$ cat config.mk
export PLATFORM = sky130hd
export DESIGN_NAME = booth_entry_ctrl
export DESIGN_NICKNAME = d
export VERILOG_FILES = /design/src/rtl/booth_entry_ctrl.sv
export SDC_FILE = /design/constraint.sdc
export NUM_CORES = 1
export LEC_CHECK = 0
export CAP_MARGIN = 20
export CORE_MARGIN = 2
export CORE_UTILIZATION = 50
export DETAILED_ROUTE_END_ITERATION = 10
export PLACE_DENSITY_LB_ADDON = 0.12
export SYNTH_ARGS = -nofsm -noshare
export SYNTH_HDL_FRONTEND = slang
export SYNTH_SLANG_ARGS = --single-unit
$ cat constraint.sdc
create_clock -name clk -period 8 [get_ports clk]
set_input_delay 0.8 -clock clk [delete_from_list [all_inputs] [get_ports clk]]
set_output_delay 0.8 -clock clk [all_outputs]
set_load 0.03 [all_outputs]
$ cat src/rtl/booth_entry_ctrl.sv
// Key-entry sequencer for the Booth multiplier: builds two signed decimal operands,
// strobes the datapath, waits for done. Optional watchdog: define BOOTH_CTRL_TIMEOUT_EN.
module booth_entry_ctrl #(
  parameter int WIDTH          = 8,
  parameter int MAX_DIGITS     = 3,
  parameter int TIMEOUT_CYCLES = 64
) (
  input  logic             clk,
  input  logic             rst,
  input  logic             key_valid,
  input  logic [3:0]       key_code,
  input  logic             mult_done,
  output logic [WIDTH-1:0] operand_a,
  output logic [WIDTH-1:0] operand_b,
  output logic             mult_start,
  output logic [WIDTH-1:0] entry_mag,
  output logic             entry_neg,
  output logic [2:0]       state_o,
  output logic             busy,
  output logic             result_valid,
  output logic             error
);

  typedef enum logic [2:0] {
    S_A      = 3'd0,
    S_B      = 3'd1,
    S_RUN    = 3'd2,
    S_WAIT   = 3'd3,
    S_RESULT = 3'd4
  } state_t;

  localparam int CNT_W = $clog2(MAX_DIGITS + 1);
  localparam int EXT_W = WIDTH + 4;
  localparam logic [WIDTH-1:0] MAG_MAX   = {1'b0, {(WIDTH-1){1'b1}}};
  localparam logic [3:0]       KEY_ENTER = 4'hA;
  localparam logic [3:0]       KEY_NEG   = 4'hB;
  localparam logic [3:0]       KEY_CLEAR = 4'hC;

  if (WIDTH < 2 || MAX_DIGITS < 1 || TIMEOUT_CYCLES < 1) begin : g_param_check
    $error("booth_entry_ctrl: invalid parameter value");
  end

  state_t           state;
  logic [CNT_W-1:0] digit_cnt;
  logic [EXT_W-1:0] mag_ext;
  logic [WIDTH-1:0] mag_sat;
  logic [WIDTH-1:0] entry_signed;
  logic             is_digit;

  // Accumulate in four extra bits so mag*10+9 cannot wrap before the clamp.
  assign is_digit     = (key_code <= 4'd9);
  assign mag_ext      = EXT_W'(entry_mag) * EXT_W'(10) + EXT_W'(key_code);
  assign mag_sat      = (mag_ext > EXT_W'(MAG_MAX)) ? MAG_MAX : mag_ext[WIDTH-1:0];
  assign entry_signed = entry_neg ? (~entry_mag + 1'b1) : entry_mag;
  assign state_o      = state;

`ifdef BOOTH_CTRL_TIMEOUT_EN
  localparam int TO_W = $clog2(TIMEOUT_CYCLES + 1);
  logic [TO_W-1:0] wait_cnt;
  logic            error_reg;
  assign error = error_reg;
`else
  assign error = 1'b0;
`endif

  always_ff @(posedge clk or posedge rst) begin
    if (rst) begin
      state        <= S_A;
      digit_cnt    <= '0;
      entry_mag    <= '0;
      entry_neg    <= 1'b0;
      operand_a    <= '0;
      operand_b    <= '0;
      mult_start   <= 1'b0;
      busy         <= 1'b0;
      result_valid <= 1'b0;
`ifdef BOOTH_CTRL_TIMEOUT_EN
      wait_cnt     <= '0;
      error_reg    <= 1'b0;
`endif
    end else begin
      mult_start <= 1'b0;
      case (state)
        S_A, S_B: begin
          if (key_valid) begin
            if (is_digit) begin
              if (digit_cnt < CNT_W'(MAX_DIGITS)) begin
                entry_mag <= mag_sat;
                digit_cnt <= digit_cnt + 1'b1;
              end
            end else if (key_code == KEY_NEG) begin
              entry_neg <= ~entry_neg;
            end else if (key_code == KEY_CLEAR) begin
              entry_mag <= '0;
              entry_neg <= 1'b0;
              digit_cnt <= '0;
              operand_a <= '0;
              operand_b <= '0;
              state     <= S_A;
            end else if (key_code == KEY_ENTER) begin
              entry_mag <= '0;
              entry_neg <= 1'b0;
              digit_cnt <= '0;
              if (state == S_A) begin
                operand_a <= entry_signed;
                state     <= S_B;
              end else begin
                operand_b  <= entry_signed;
                state      <= S_RUN;
                mult_start <= 1'b1;
                busy       <= 1'b1;
              end
            end
          end
        end
        S_RUN: begin
          state <= S_WAIT;
`ifdef BOOTH_CTRL_TIMEOUT_EN
          wait_cnt <= '0;
`endif
        end
        S_WAIT: begin
          // Done takes priority over any key and over a same-cycle watchdog expiry.
          if (mult_done) begin
            state        <= S_RESULT;
            busy         <= 1'b0;
            result_valid <= 1'b1;
          end
`ifdef BOOTH_CTRL_TIMEOUT_EN
          else if (wait_cnt == TO_W'(TIMEOUT_CYCLES - 1)) begin
            state     <= S_RESULT;
            busy      <= 1'b0;
            error_reg <= 1'b1;
          end else begin
            wait_cnt <= wait_cnt + 1'b1;
          end
`endif
        end
        S_RESULT: begin
          // The key that leaves the result screen is swallowed, not interpreted.
          if (key_valid) begin
            state        <= S_A;
            entry_mag    <= '0;
            entry_neg    <= 1'b0;
            digit_cnt    <= '0;
            result_valid <= 1'b0;
`ifdef BOOTH_CTRL_TIMEOUT_EN
            error_reg    <= 1'b0;
`endif
          end
        end
        default: state <= S_A;
      endcase
    end
  end

endmodule

Word level (Yosys, flattened, before mapping). Index checks and enable logic that the tools add are counted.

Register bits: 33. Input port bits: 8. Output and inout bits: 32. Word-level logic and storage cells: 112.

Add/sub/neg operators: 3. $mul: 1. Magnitude comparators: 3. Equal/unequal tests: 21. Multiplexer cells: 57. Bitwise logic cells: 4. Reduce and logical (&&, ||, !) cells: 14.

Operator list (count): $mux W8 (15); $reduce_and A6 Y1 (4); $mux W1 (21); $mux W3 (7); $ne A2 B2 Y1 const B (9); $mux W2 (8); $pmux W8 S2 (1); $add A12 B4 Y12 (1); $eq A4 B4 Y1 const B (3); $gt A12 B7 Y1 const B (1); $pmux W3 S4 (1); $mul A8 B3 Y11 const B (1); $reduce_bool A2 Y1 (5); $ne A3 B3 Y1 const B (3); $add A8 B1 Y8 const B (1); $ne A4 B4 Y1 const B (2); $not A8 Y8 (1); $reduce_and A8 Y1 (1); $eq A3 B2 Y1 const B (2); $pmux W1 S2 (3); $reduce_and A5 Y1 (1); $le A4 B4 Y1 const B (1); $pmux W2 S2 (1); $eq A3 B1 Y1 const B (1); other kinds (7) (9).

Logic depth before layout (Yosys ltp).
Depth after elaboration: 8. Gate-level depth with buffers: 8. Gate-level depth less buffers: 8.

Worst setup path before layout. OpenSTA, ideal clock, no wires.

Kind: register -> register. From: register entry_mag[1]. To: register entry_mag[0]. Setup time: 0.131 ns. Data arrival time: 2.741 ns. Required time: 7.869 ns. Slack: 5.127 ns. Stages on the path, launching flop included: 9. Buffers on the path: 0. Period minus slack after synthesis: 2.873 ns. Path through: dfrtp_1 > ha_1 > ha_1 > fa_1 > a211o_1 > a211o_1 > o41ai_1 > a31oi_2 > or3_1.

Word-level cells in the longest chain between the ends: 8.

Ends and longest elaborated chain: start: declaration (line 16) `output logic [WIDTH-1:0] entry_mag,`; start signal: assignment (line 88) `entry_mag <= mag_sat;`; $mul A8 B3 Y11 (line 52) `assign mag_ext = EXT_W'(entry_mag) * EXT_W'(10) + EXT_W'(key_code);`; $add A12 B4 Y12 (line 52); $gt A12 B7 Y1 (line 53) `assign mag_sat = (mag_ext > EXT_W'(MAG_MAX)) ? MAG_MAX : mag_ext[WIDTH-1:0];`; $mux W8 (line 53); $mux W8 (line 87) `if (digit_cnt < CNT_W'(MAX_DIGITS)) begin`; $mux W8 (line 86) `if (is_digit) begin`; $mux W8 (line 85) `if (key_valid) begin`; $pmux W8 S2 (line 83) `case (state)`.

Every way passes these cells. The select of a mux whose other input is x is not followed. A chain may end at the register's enable or synchronous reset.

Final worst setup path. Ends and elaborated chain as after synthesis.

==> metrics <==
Cell Chain, Critical Path=ha_1 -> ha_1 -> fa_1 -> a211o_1 -> a211o_1 -> o41ai_1 -> a31oi_2 -> or3_1; final worst path period need=around 3.0 ns; Seq/Total Area, Yosys=around 39%; crit path capture type=flop; maxcap violations=0; final count of pins violating max slew=0; Final WS setup=5.022 ns; WHS=0.4741 ns; RSZ-0062 raised after global routing=false; Via density=5.680; Crit path max-delay family=adder cells; Post-Synthesis Net Count=241; WL final=between 4000 and 5000 um; post-DP HPWL=3336 um; Final ANT Viol Nets=0; slowest stage cell, crit path=dfrtp_1; CP bufs+invs=0; die height=69.24 um; Post-CTS Setup Bufs=0; FILL cells=365; mapped cell area=2128 sq um; H-Tree Depth=2; Post-Syn Area per Cell=9.945 sq um; Setup crit start kind=flop; setup_tns=0 ns; Clock Skews=0.001811 ns; 1st-iter DRT viols=91; largest net degree at the start of global routing=34; critical path arrival=between 3 and 4 ns; CP max FO=10; max incr delay on CP=0.58 ns; Gate Count Post-Synth=214; relative slew slack=roughly 67%; final instance area=2646 sq um; Final Hold Vio Count=0; setup violators final=0; Max clock buf depth=2; leakage=~1.1 nW; Synth Warn #=0; Synth Flop Type=dfrtp_1; Ports=40; status=complete, no violations; Initial Utilization=52.45%; Worst Hold Depth=2; Worst path depth=8; Horiz. Die Dim=69.24 um; Max IR drop VDD=approximately 0.34 mV; reg2reg path depth=8; Fmax=335.8 MHz; GP Congestion=0.7574; clk sinks=33; vias in the first global route=1593; worst skew pair latency=0.28 ns; clock transition time at the flip-flop clock pins of the worst setup and hold paths=0.06 ns; Cell Area, Placed=2530 sq um; Post-synth EDFFs=0; pwr dens=between 400 and 500 nW/um^2; synth unique cells=50; FFs w/ async S/R, synth=100.0%; average wire per standard cell=between 10 and 15 um; post-CTS sizing=0; DRT Pass-1 Iters=4; Synth Register Bits=33; nets@finish=between 200 and 300; CP required=8.15 ns; Global Route Usage Sum=19.10%; via count=1721; Place WS=4.859 ns; CTS Buf Count=5; core area=around 4100 sq um; number of buffers added on ports=38; hold buffers post-CTS=0; crit share post-route=between 30% and 40%; # DRC=0; initial antenna violation count=0; CTS root buf=clkbuf_8; Die ar.=4794 sq um; Worst-Margin Slew=0.4950 ns; ANT cells=0; first-pass GRT wire length=7465 um; CTS tree=yes; Area Overhead vs Synth=24.34%; # rows=23; total congestion overflow=0; hold crit path type=flop to flop; final core utilization=65.22%; commonest non-fill, non-tap cell in the layout=clkdlybuf4s50_1; CP Class=flop to flop; share of layout cells above drive strength 1=8.696%; most frequent cells in the layout=clkdlybuf4s50_1 (38), dfrtp_1 (33), o21ai_0 (21)
-- power by group --
part	total [mW]	switching, mW	internal [mW]
Combinational	0.825	0.449	0.377
Sequential	0.326	0.0877	0.239
Clock	0.159	0.0580	0.101
Total	1.31	0.594	0.717
-- registers in the layout (all words and copies together), names as in the netlist --
register and count:
state_o 3, busy 1, entry_neg 1, mult_start 1
operand_a 8, operand_b 8, result_valid 1, entry_mag 8
digit_cnt 2
-- stage by stage --
step	power, mW	cells
3_5_place_dp	1.158	295
3_3_place_gp	1.146	295
2_1_floorplan	0.9153	214
5_1_grt	1.417	303
6_report	1.311	303
4_1_cts	1.321	303
-- worst paths after layout --
check / from / endpoint / slack (ns)
max: entry_mag[1]$_DFFE_PP0P_ / entry_mag[0]$_DFFE_PP0P_ / 5.02
min: operand_a[6]$_DFFE_PP0P_ / operand_a[6]$_DFFE_PP0P_ / 0.47
max reg2reg: entry_mag[1]$_DFFE_PP0P_ / entry_mag[0]$_DFFE_PP0P_ / 5.02
min reg2reg: operand_a[6]$_DFFE_PP0P_ / operand_a[6]$_DFFE_PP0P_ / 0.47
max in group asynchronous: rst / entry_mag[7]$_DFFE_PP0P_ / 6.80
min in group asynchronous: rst / result_valid$_DFFE_PP0P_ / 0.91
-- cells by family after synthesis --
| kind of cell | Yosys count | share of synthesized area [%] |
|---|---|---|
| DFF | 33 | 38.80 |
| AOI/OAI and AO/OA | 59 | 19.28 |
| muxes | 9 | 4.703 |
| xor gates and xnor gates | 11 | 4.527 |
| adders and majority gates | 20 | 12.35 |
| buffers and inverters | 13 | 3.175 |
| other | 1 | 0.1762 |
| and+or+nand+nor | 68 | 16.99 |
-- synthesized netlist by cell type, types with 5 or more instances --
master,n,share of area [%]
or3_1,5,1.5
nand2_1,19,3.4
o21ai_0,21,4.9
dfrtp_1,33,39
nor2_1,15,2.6
ha_1,17,10
inv_1,5,0.88
a21oi_1,5,1.2
clkbuf_1,5,0.88
nand3_1,6,1.4
a21boi_0,6,2.1
mux2_2,8,4.2
xor2_1,8,3.3
-- worst reg2reg max path, stage by stage, from the launching register on --
cell and delay [ns]:
dfrtp_1 0.58, ha_1 0.31, ha_1 0.24, fa_1 0.41, a211o_1 0.33, a211o_1 0.27
o41ai_1 0.09, a31oi_2 0.23, or3_1 0.40
-- area by class of cell --
cell class / count / area, sq um / area share, %
multi-input cells: 168 / 1235 / 46.67
repair buffers: 39 / 387.9 / 14.66
well taps: 50 / 62.56 / 2.364
flip-flops and latches: 33 / 825.8 / 31.21
inverters: 5 / 18.77 / 0.7092
clock inverters: 1 / 30.03 / 1.135
clock buffers: 7 / 86.33 / 3.262
-- per-layer routing --
metal	wire, um	GRT usage [%]
met5	0	0
met4	17	5.447
met3	192	5.814
met2	2064	30.56
met1	2117	25.12
(Power assumes the default switching activity.)
